`src/rtl/alu_pkg.sv`:
```
// rtl/alu_pkg.sv - opcode encoding and shared constants for the pipelined ALU
package alu_pkg;

    localparam int ALU_OP_W = 4;
    localparam int OP_ILLEGAL_MIN = 13;

    typedef enum logic [ALU_OP_W-1:0] {
        OP_PASS    = 4'd0,
        OP_ADD     = 4'd1,
        OP_SUB     = 4'd2,
        OP_INC     = 4'd3,
        OP_DEC     = 4'd4,
        OP_OR      = 4'd5,
        OP_XOR     = 4'd6,
        OP_AND     = 4'd7,
        OP_NOT     = 4'd8,
        OP_SHL     = 4'd9,
        OP_SHR     = 4'd10,
        OP_ACC_ADD = 4'd11,
        OP_ACC_CLR = 4'd12,
        OP_RSV13   = 4'd13,
        OP_RSV14   = 4'd14,
        OP_RSV15   = 4'd15
    } alu_op_e;

endpackage

```
`src/rtl/alu_core.sv`:
```
// rtl/alu_core.sv - combinational opcode decode, arithmetic and accumulator next-state
module alu_core
    import alu_pkg::*;
#(
    parameter int DATA_W = 8
) (
    input  logic [DATA_W-1:0] a,
    input  logic [DATA_W-1:0] b,
    input  logic [DATA_W-1:0] acc,
    input  alu_op_e           op,
    output logic [DATA_W:0]   res,
    output logic [DATA_W-1:0] acc_next,
    output logic              acc_we,
    output logic              err
);

    logic [DATA_W:0] ax;
    logic [DATA_W:0] bx;
    logic [DATA_W:0] accx;
    logic [DATA_W:0] acc_sum;

    assign ax      = {1'b0, a};
    assign bx      = {1'b0, b};
    assign accx    = {1'b0, acc};
    assign acc_sum = accx + ax;

    always_comb begin
        res      = '0;
        acc_next = acc;
        acc_we   = 1'b0;
        err      = 1'b0;
        case (op)
            OP_PASS:    res = ax;
            OP_ADD:     res = ax + bx;
            OP_SUB:     res = ax - bx;
            OP_INC:     res = ax + (DATA_W+1)'(1);
            OP_DEC:     res = ax - (DATA_W+1)'(1);
            OP_OR:      res = ax | bx;
            OP_XOR:     res = ax ^ bx;
            OP_AND:     res = ax & bx;
            OP_NOT:     res = {1'b0, ~a};
            OP_SHL:     res = {a, 1'b0};
            OP_SHR:     res = {2'b00, a[DATA_W-1:1]};
            OP_ACC_ADD: begin
                res      = acc_sum;
                acc_next = acc_sum[DATA_W-1:0];
                acc_we   = 1'b1;
            end
            OP_ACC_CLR: begin
                acc_next = '0;
                acc_we   = 1'b1;
            end
            default:    err = 1'b1;
        endcase
    end

endmodule

```
`src/rtl/alu_pipe.sv`:
```
// rtl/alu_pipe.sv - two-stage valid/ready ALU pipeline with accumulator and status flags
module alu_pipe
    import alu_pkg::*;
#(
    parameter int DATA_W = 8,
    parameter int OP_W   = ALU_OP_W
) (
    input  logic              clk,
    input  logic              rst_n,
    input  logic              in_valid,
    output logic              in_ready,
    input  logic [DATA_W-1:0] a_in,
    input  logic [DATA_W-1:0] b_in,
    input  logic [OP_W-1:0]   op,
    output logic              out_valid,
    input  logic              out_ready,
    output logic [DATA_W:0]   result,
    output logic              zero,
    output logic              err
);

    logic              s1_valid;
    logic [DATA_W-1:0] s1_a;
    logic [DATA_W-1:0] s1_b;
    logic [OP_W-1:0]   s1_op;
    logic              s2_valid;
    logic              s2_ready;
    logic [DATA_W-1:0] acc;

    logic [DATA_W:0]   core_res;
    logic [DATA_W-1:0] core_acc_next;
    logic              core_acc_we;
    logic              core_err;
    logic              op_hi_bad;
    logic [DATA_W:0]   s1_res;
    logic              s1_err;
    logic              s1_xfer;

    assign s2_ready  = !s2_valid || out_ready;
    assign in_ready  = !s1_valid || s2_ready;
    assign s1_xfer   = s1_valid && s2_ready;
    assign out_valid = s2_valid;

    // Opcode bits above the 4-bit encoding make the op illegal when OP_W is widened.
    generate
        if (OP_W > ALU_OP_W) begin : g_wide_op
            assign op_hi_bad = |s1_op[OP_W-1:ALU_OP_W];
        end else begin : g_narrow_op
            assign op_hi_bad = 1'b0;
        end
    endgenerate

    alu_core #(.DATA_W(DATA_W)) u_core (
        .a        (s1_a),
        .b        (s1_b),
        .acc      (acc),
        .op       (alu_op_e'(s1_op[ALU_OP_W-1:0])),
        .res      (core_res),
        .acc_next (core_acc_next),
        .acc_we   (core_acc_we),
        .err      (core_err)
    );

    assign s1_res = op_hi_bad ? '0 : core_res;
    assign s1_err = op_hi_bad || core_err;

    always_ff @(posedge clk or negedge rst_n) begin
        if (!rst_n) begin
            s1_valid <= 1'b0;
            s1_a     <= '0;
            s1_b     <= '0;
            s1_op    <= '0;
            s2_valid <= 1'b0;
            result   <= '0;
            zero     <= 1'b0;
            err      <= 1'b0;
            acc      <= '0;
        end else begin
            if (in_ready) begin
                s1_valid <= in_valid;
            end
            if (in_valid && in_ready) begin
                s1_a  <= a_in;
                s1_b  <= b_in;
                s1_op <= op;
            end
            if (s2_ready) begin
                s2_valid <= s1_valid;
            end
            // acc moves with the op leaving stage 1, so a following ACC_ADD in stage 1 sees it next cycle.
            if (s1_xfer) begin
                result <= s1_res;
                zero   <= ~|s1_res[DATA_W-1:0];
                err    <= s1_err;
                if (core_acc_we && !op_hi_bad) begin
                    acc <= core_acc_next;
                end
            end
        end
    end

endmodule

```
`config.mk`:
```
export PLATFORM = sky130hd
export DESIGN_NAME = alu_pipe
export DESIGN_NICKNAME = d
export VERILOG_FILES = /design/src/rtl/alu_pkg.sv /design/src/rtl/alu_core.sv /design/src/rtl/alu_pipe.sv
export SDC_FILE = /design/constraint.sdc
export NUM_CORES = 1
export LEC_CHECK = 0
export CAP_MARGIN = 25
export CORE_ASPECT_RATIO = 1.1
export CORE_MARGIN = 4
export CORE_UTILIZATION = 54
export CTS_CLUSTER_DIAMETER = 100
export DETAILED_ROUTE_END_ITERATION = 10
export GPL_TIMING_DRIVEN = 0
export HOLD_SLACK_MARGIN = 0.12
export PLACE_DENSITY_LB_ADDON = 0.1
export SLEW_MARGIN = 15
export SYNTH_ARGS = -nofsm -noshare
export SYNTH_HDL_FRONTEND = slang
export SYNTH_HIERARCHICAL = 1
export SYNTH_SLANG_ARGS = --single-unit
export TNS_END_PERCENT = 1
```
`constraint.sdc`:
```
create_clock -name clk -period 6.85 [get_ports clk]
set_clock_uncertainty 0.1 [all_clocks]
set_input_delay 2.055 -clock clk [delete_from_list [all_inputs] [get_ports clk]]
set_output_delay 2.055 -clock clk [all_outputs]
set_load 0.01 [all_outputs]
```
Word level (Yosys, flattened, before mapping)
Cells that the tools add are included.

Add/subtract/negate cells: 5. Multipliers: 0. Div/mod/pow operators: 0. $lt $le $gt $ge: 0. Equality and inequality tests: 12. Shift-type cells: 0. Multiplexer cells: 4. Bitwise operators: 4. Reductions and logical operators: 13.

Operators by type and width (number): $pmux 9 s12 (1); $eq 4x4->1 const B (5); $add 8x8->9 (2); $eq 4x3->1 const B (4); $pmux 8 s2 (1); $reduce_or 13->1 (1); $add 8x1->9 const B (1); $sub 8x1->9 const B (1); $sub 8x8->9 (1); $and 8x8->8 (1); $eq 4x2->1 const B (2); $not 8->8 (1); $or 8x8->8 (1); $reduce_or 8->1 (1); $xor 8x8->8 (1); $eq 4x1->1 const B (1); $logic_not 4->1 (1); $logic_not 1->1 (3); $reduce_and 3->1 (1); $logic_and 1x1->1 (2); $logic_or 1x1->1 (2); $mux 1 (2); $reduce_bool 2->1 (1); $reduce_or 2->1 (1).

Bits in registers: 41. Latch bits: 0. Memory bits (writable): 0. Memory bits (read-only): 0. Input port bits: 24. Output and inout port bits: 13. Logic and storage cells: 47. Memories: 0.

Longest topological paths before layout
Gate-level depths: netlist of run 1.

Word-level depth: 4. Gate-level depth with buffers: 16.

Modules after synthesis
The synthesis of run 1 kept the hierarchy.

Modules (own cells, without submodules): alu_core (times used 1, cells an instance 282, area an instance 1934.4 µm²); alu_pipe (times used 1, cells an instance 93, area an instance 1575.3 µm²).

Worst setup path after synthesis of run 1
Ideal clock, no wire load.

Kind: input to output. From: input port out_ready. To: output port in_ready. Data arrival time: 2288 ps. Data required time: 4695 ps. Setup slack: 2407 ps. Cell stages on the path: 1. Path buffers: 0. Cell sequence: nand3b_2.

Longest elaborated chain between the ends: 2.

Ends and longest elaborated chain: from (decl) (RTL line alu_pipe.sv:16) `input logic out_ready,`; $logic_or 1x1->1 (RTL line alu_pipe.sv:39) `assign s2_ready = !s2_valid || out_ready;`; $logic_or 1x1->1 (RTL line alu_pipe.sv:40) `assign in_ready = !s1_valid || s2_ready;`; to (decl) (RTL line alu_pipe.sv:11) `output logic in_ready,`.

No other way between the ends.

Worst setup path after layout of run 1
Ends and elaborated chain as after synthesis.

==> results of run 1 <==
[logic make-up (layout without fill, tap and decap cells)]
family,Yosys count,in the layout,share of synthesized area
mux,48,48,0.152
xor+xnor,16,16,0.0399
fa+ha+maj,36,36,0.133
flops,41,41,0.292
simple gates,94,94,0.137
compound gates,101,101,0.198
buf+inv,39,84,0.0485
[worst max path at each step]
stage	to	slack, ns	cells after the start
6_report	in_ready	1.47	3
5_1_grt	in_ready	1.42	3
4_1_cts	in_ready	1.46	3
3_5_place_dp	in_ready	1.48	3
3_3_place_gp	in_ready	1.48	3
2_1_floorplan	in_ready	2.41	1
[critical path: cells and delay by family]
family,cells,cell delay (ns)
buffers and inverters,2,1.03
AND/OR/NAND/NOR,1,0.14
[metal layers]
layer  track usage  up-vias
li1              -     1470
met1         0.339     1524
met2         0.428      146
met3        0.0391       19
met4        0.0765        0
met5             0        -
[layout by cell type, fill, tap and decap left out, drive strengths merged, types with 3 or more instances in the layout]
master and n:
mux2 40, nor2b 6, xnor2 14, a21o 10
o221ai 3, buf 9, ha 34, a211oi 4
inv 24, clkbuf 16, a221oi 3, nand3 4
o32ai 3, a211o 3, nor4 3, nand2 28
o211ai 3, nand2b 9, o21ai 25, o22ai 4
nand4 3, clkdlybuf4s50 35, a21oi 16, mux2i 8
dfrtp 41, nor3 7, nor2 23
[power by group through the flow]
stage	logic [mW]	registers [mW]	clock network, mW
finish	0.658	0.366	0.188
global route	0.719	0.378	0.204
CTS	0.650	0.366	0.193
detailed placement	0.646	0.371	0
global placement	0.633	0.368	0
floorplan	0.441	0.363	0
[per-stage QoR]
| step | area [µm²] | power (mW) | hold slack, ns |
|---|---|---|---|
| floorplan | 3510 | 0.804 | 0.374 |
| global placement | 3970 | 1.00 | 0.372 |
| detailed placement | 3990 | 1.02 | 0.382 |
| CTS | 4090 | 1.21 | 0.402 |
| global route | 4090 | 1.30 | 0.433 |
| finish | 4090 | 1.21 | 0.399 |
[sequential cells by signal (all words and copies together), names as in the netlist]
signal	cells
err	1
result	9
s1_valid	1
zero	1
s1_a	8
acc	8
out_valid	1
s1_op	4
s1_b	8
[layout make-up]
class	count	area, µm²
multi-input cells	295	2310
fillers	555	2140
flip-flops and latches	41	1030
repair buffers	37	375
well taps	80	100
clock buffers	7	96.3
inverters	23	86.3
plain buffers	16	83.8
clock inverters	1	8.76
==> results.py, run 1 <==
metrics = {
    "run_status": {
        "run_status": "finished clean",
    },
    "critical_path": {
        "setup.reg_to_reg.worst_slack_ns": 2.45,
        "critical_path.reg2reg.endpoint": "zero",
        "worstSetupStartpointType": "primary input",
        "arrival_ns": 3.22,
        "r2r_startpoint": "s1_op[2]",
        "worstRegToRegCells": 14,
        "cp_slowest_stage_delay_ns": 0.55,
        "worst_path_cell_trace": "clkdlybuf4s50_1 -> nand3b_2 -> clkdlybuf4s50_1",
        "timing.critical_path.to_type": "output port",
        "critPathSlowestCell": "clkdlybuf4s50_1",
        "setup.worst_path.class": "in -> out",
        "cp_max_fo": 3,
        "cp_common_cell": "clkdlybuf4s50_1",
        "data_required_time_at_the_worst_endpoint_ns": 4.70,
        "startpoint": "out_ready",
    },
    "sta": {
        "worst_slew_margin_rel": 0.420,
        "rsz_0062_raised_after_global_routing": "no",
        "report.final.setup_viol": 0,
        "slew_viol_final": 0,
        "timing.setup.tns_ns": 0,
        "fmax_mhz": 186,
        "final_min_period_over_clock_period": 0.785,
        "period_minus_slack_ns": 5.38,
        "post-route-worst-setup-slack_ns": 1.47,
        "timing_hold_violations_final": 0,
        "worstMarginPinSlew_ns": 0.864,
    },
    "clock_tree": {
        "count_of_hold_fix_buffers_inserted_at_cts": 0,
        "clock_tree.htree_level_count": 2,
        "clock_tree_buffer_depth": 2,
        "clkTransAtPathRegs_ns": 0.09,
        "cts_post_setup_buffers_inserted": 0,
        "post_cts.resized_instances": 0,
        "clk_root_buffer_cell": "clkbuf_8",
        "worst_skew_pair.late_latency_ns": 0.30,
        "cts.sinks": 41,
        "clock_tree_from_tritoncts": "built",
        "cts-buffers-inserted": 5,
    },
    "floorplanning": {
        "die-height_um": 92.6,
        "overall_die_area_mm2": 0.00785,
        "core_region_area_mm2": 0.00623,
        "io-pin-count": 37,
        "floorplan.initialDensity": 0.563,
        "die_w_um": 84.9,
        "fp-row-count": 30,
    },
    "synthesis": {
        "syn_area_per_cell_um2": 9.36,
        "syn_area_mm2": 0.00351,
        "number_of_flops_mapped_to_enable_cells_by_yosys": 0,
        "synth_unique_cells": 64,
        "yosysSeqAreaShare": 0.292,
        "synth.most_common_cell": "dfrtp_1",
        "synth_top_area_cell": "dfrtp_1",
        "post-synth-top-area-fraction": 0.292,
        "dominantRegCellSynth": "dfrtp_1",
        "postSynthCellCount": 375,
        "net_count_after_synthesis": 435,
        "total_of_warnings_raised_by_yosys": 6,
        "async_flop_share": 1.00,
        "most_instantiated_cells_after_synthesis": "41 x dfrtp_1, 39 x mux2_2, 34 x ha_1",
        "synth.top_cells.by_area": "dfrtp_1 29%, mux2_2 13%, ha_1 12%, o21ai_0 3.6%, xnor2_1 3.5%",
        "synth.ff_latch_count": 41,
    },
    "pwr": {
        "power_switching_share": 0.414,
        "max-vdd-ir-drop_mv": 0.178,
        "p_int_mw": 0.711,
        "netSwitchingPower_mw": 0.502,
        "power-per-cell-area_mw_per_mm2": 296,
        "combinational_cell_fraction_of_total_power": 0.543,
        "power_frac_seq": 0.302,
        "power_leakage_nw": 1.88,
        "power.share.clock": 0.155,
    },
    "min_path": {
        "holdPathEnd": "zero",
        "holdPathStages": 1,
        "min_path_type": "reg -> reg",
        "hold_path.startpoint": "zero",
    },
    "place": {
        "place_hpwl_mm": 7.22,
        "port-buffer-count": 36,
        "global_placement_routability_congestion": 0.932,
        "numPlacedInstances": 492,
        "place_ws_ns": 1.48,
    },
    "global_route": {
        "grt_first_pass_wirelength_mm": 15.9,
        "vias_in_the_first_global_route": 3093,
        "gr-usage-all-layers": 0.255,
        "antenna_found_initial": 0,
        "globalRouteOverflowTotal": 0,
        "pin_count_of_the_biggest_net_entering_global_routing": 25,
    },
    "layout": {
        "final_util": 0.656,
        "insertedDiodeCount": 0,
        "finish.net_count": 479,
        "synthesis_to_layout_area_growth_pct": 16.5,
        "drive_above_1_share": 0.152,
        "fin_cells": 500,
    },
    "drt": {
        "totalWireLength_mm": 9.60,
        "routedLengthMet1_mm": 4.18,
        "met3WireLength_um": 613,
        "met2WireLength_mm": 4.61,
        "route.detailed.wl_per_inst_um": 19.2,
        "final_antenna_net_count": 0,
        "detail_route.iter0.violations": 293,
        "drt_pre_antenna_iters": 6,
        "route.vias.total": 3159,
        "avgViaCountPerCell": 6.32,
        "dr.max_layer_used": "met4",
        "remaining_drc_errors": 0,
    },
    "run": {
        "max_capacitance_violation_count": 0,
    },
}
Note: power is estimated with default switching activity, not from simulation.
==> inputs of run 2 (changes only) <==
--- a/config.mk
+++ b/config.mk
@@ -8,7 +8,7 @@
 export CAP_MARGIN = 25
 export CORE_ASPECT_RATIO = 1.1
 export CORE_MARGIN = 4
-export CORE_UTILIZATION = 54
+export CORE_UTILIZATION = 52
 export CTS_CLUSTER_DIAMETER = 100
 export DETAILED_ROUTE_END_ITERATION = 10
 export GPL_TIMING_DRIVEN = 0
==> constraint.sdc (replaced) <==
create_clock -name clk -period 4.9 [get_ports clk]
set_clock_uncertainty 0.1 [all_clocks]
set_input_delay 1.47 -clock clk [delete_from_list [all_inputs] [get_ports clk]]
set_output_delay 1.47 -clock clk [all_outputs]
set_load 0.01 [all_outputs]
==> results.py, run 2 (synthesis gave the netlist of run 1 again) <==
metrics = {
    "drt": {
        "route.detailed.wl_per_inst_um": 18.8,
        "route.vias.total": 3117,
        "final_antenna_net_count": 0,
        "avgViaCountPerCell": 6.21,
        "detail_route.iter0.violations": 299,
        "drt_pre_antenna_iters": 8,
        "totalWireLength_mm": 9.42,
        "remaining_drc_errors": 0,
    },
    "layout": {
        "final_cell_mix": "41 x dfrtp_1, 39 x mux2_2, 35 x clkdlybuf4s50_1, 34 x ha_1, 27 x nand2_1",
        "drive_above_1_share": 0.152,
        "post_route_standard_cell_area_excluding_fillers_mm2": 0.00409,
        "synthesis_to_layout_area_growth_pct": 16.6,
        "max_flop_register": "result",
        "final_util": 0.624,
        "fin_cells": 502,
        "largest_reg_flops": 9,
        "final_common_cell": "dfrtp_1",
        "insertedDiodeCount": 0,
        "finish.net_count": 479,
    },
    "clock_tree": {
        "clock_tree.htree_level_count": 2,
        "worst_skew_pair.late_latency_ns": 0.30,
        "cts.sinks": 41,
        "clk_root_buffer_cell": "clkbuf_8",
        "cts-buffers-inserted": 5,
        "count_of_hold_fix_buffers_inserted_at_cts": 0,
        "cts_post_setup_buffers_inserted": 0,
        "clock_tree_from_tritoncts": "built",
        "post_cts.resized_instances": 0,
        "clock_tree_buffer_depth": 2,
        "clkTransAtPathRegs_ns": 0.08,
    },
    "floorplanning": {
        "die-height_um": 94.2,
        "core_region_area_mm2": 0.00656,
        "floorplan.initialDensity": 0.535,
        "io-pin-count": 37,
        "die_w_um": 86.3,
        "overall_die_area_mm2": 0.00813,
        "fp-row-count": 31,
    },
    "critical_path": {
        "arrival_ns": 4.39,
        "worst_path_cell_trace": "clkbuf_1 -> clkbuf_1 -> nor2b_1 -> o21ai_0 -> o21ai_0 -> ha_1 -> a21o_1 -> a21o_1 -> a221oi_1 -> xnor2_1 -> a2111o_1 -> nor4_1 -> nand4_1 -> a21bo_2",
        "timing.critical_path.to_type": "flop",
        "worstRegToRegCells": 14,
        "cp-endpoint": "zero",
        "r2r_startpoint": "s1_op[2]",
        "setup.worst_path.class": "reg -> reg",
        "cp_max_fo": 10,
        "startpoint": "s1_op[2]",
        "critical_path.reg2reg.endpoint": "zero",
        "setup.reg_to_reg.worst_slack_ns": 0.65,
        "data_required_time_at_the_worst_endpoint_ns": 5.04,
        "cp_slowest_stage_delay_ns": 0.48,
        "critPathSlowestCell": "a2111o_1",
        "worstSetupStartpointType": "flop",
    },
    "run_status": {
        "run_status": "finished clean",
    },
    "global_route": {
        "pin_count_of_the_biggest_net_entering_global_routing": 25,
        "gr-usage-all-layers": 0.240,
        "gr-max-usage-layer": "met2",
        "grt_first_pass_wirelength_mm": 15.2,
        "antenna_found_initial": 0,
        "vias_in_the_first_global_route": 3047,
        "globalRouteOverflowTotal": 0,
        "groute.layer.met3.usage": 0.0360,
        "groute.layer.met2.usage": 0.389,
        "use_met1": 0.323,
    },
    "place": {
        "place_hpwl_mm": 7.10,
        "global_placement_routability_congestion": 0.944,
        "port-buffer-count": 36,
        "place_ws_ns": 0.686,
        "numPlacedInstances": 494,
        "detailed_place.area_mm2": 0.00399,
    },
    "sta": {
        "fmax_mhz": 235,
        "timing_hold_violations_final": 0,
        "worst_slew_margin_rel": 0.401,
        "report.final.setup_viol": 0,
        "final_min_period_over_clock_period": 0.867,
        "timing.setup.tns_ns": 0,
        "slew_viol_final": 0,
        "period_minus_slack_ns": 4.25,
        "rsz_0062_raised_after_global_routing": "no",
        "post-route-worst-setup-slack_ns": 0.650,
        "worstMarginPinSlew_ns": 0.892,
    },
    "run": {
        "max_capacitance_violation_count": 0,
    },
    "pwr": {
        "power_leakage_nw": 1.88,
        "power-per-cell-area_mw_per_mm2": 412,
        "max-vdd-ir-drop_mv": 0.176,
    },
    "min_path": {
        "holdPathStages": 1,
        "min_path_type": "reg -> reg",
    },
}
==> run 2: cell counts in the layout (fill, tap and decap cells not counted) <==
Identical to the previous run, type by type.
==> run 2: cell type report <==
class	instances	area (µm²)
Buffer	16	83.8
Clock buffer	7	96.3
Clock inverter	1	8.76
Fill cell	594	2460
Inverter	23	86.3
Multi-Input combinational cell	295	2310
Sequential cell	41	1030
Tap cell	82	103
Timing Repair Buffer	37	375
==> run 2: layer usage <==
layer / up-vias / share of wire / routed length, µm
met3: 29 / 0.069 / 649
met4: 0 / 0.028 / 263
met5: - / 0 / 0
met1: 1467 / 0.43 / 4010
met2: 152 / 0.48 / 4490
li1: 1469 / - / -
==> run 2: critical path, delay by kind of cell, from the launching register on <==
kind,cells,cell delay (ns)
compound gates,7,1.71
xor+xnor,1,0.14
fa+ha+maj,1,0.34
buf+inv,2,0.79
flops,1,0.35
simple gates,3,0.78
==> run 2: worst min-delay path by stage <==
stage          startpoint       end  slack (ns)
2_1_floorplan    s1_op[1]  s1_op[1]        0.37
3_3_place_gp         zero      zero        0.37
3_5_place_dp         zero      zero        0.38
4_1_cts              zero      zero        0.40
5_1_grt              zero      zero        0.41
6_report             zero      zero        0.39
==> run 2: metrics by stage <==
step / total power [mW] / hold slack (ns)
final: 1.69 / 0.392
after global routing: 1.81 / 0.411
after CTS: 1.68 / 0.395
after detailed placement: 1.42 / 0.376
after global placement: 1.40 / 0.374
after floorplan: 1.12 / 0.374
==> run 2: report_power, final <==
part | internal (mW) | switching, mW
clock network | 0.130 | 0.130
registers | 0.421 | 0.0925
logic | 0.442 | 0.471
total | 0.993 | 0.693
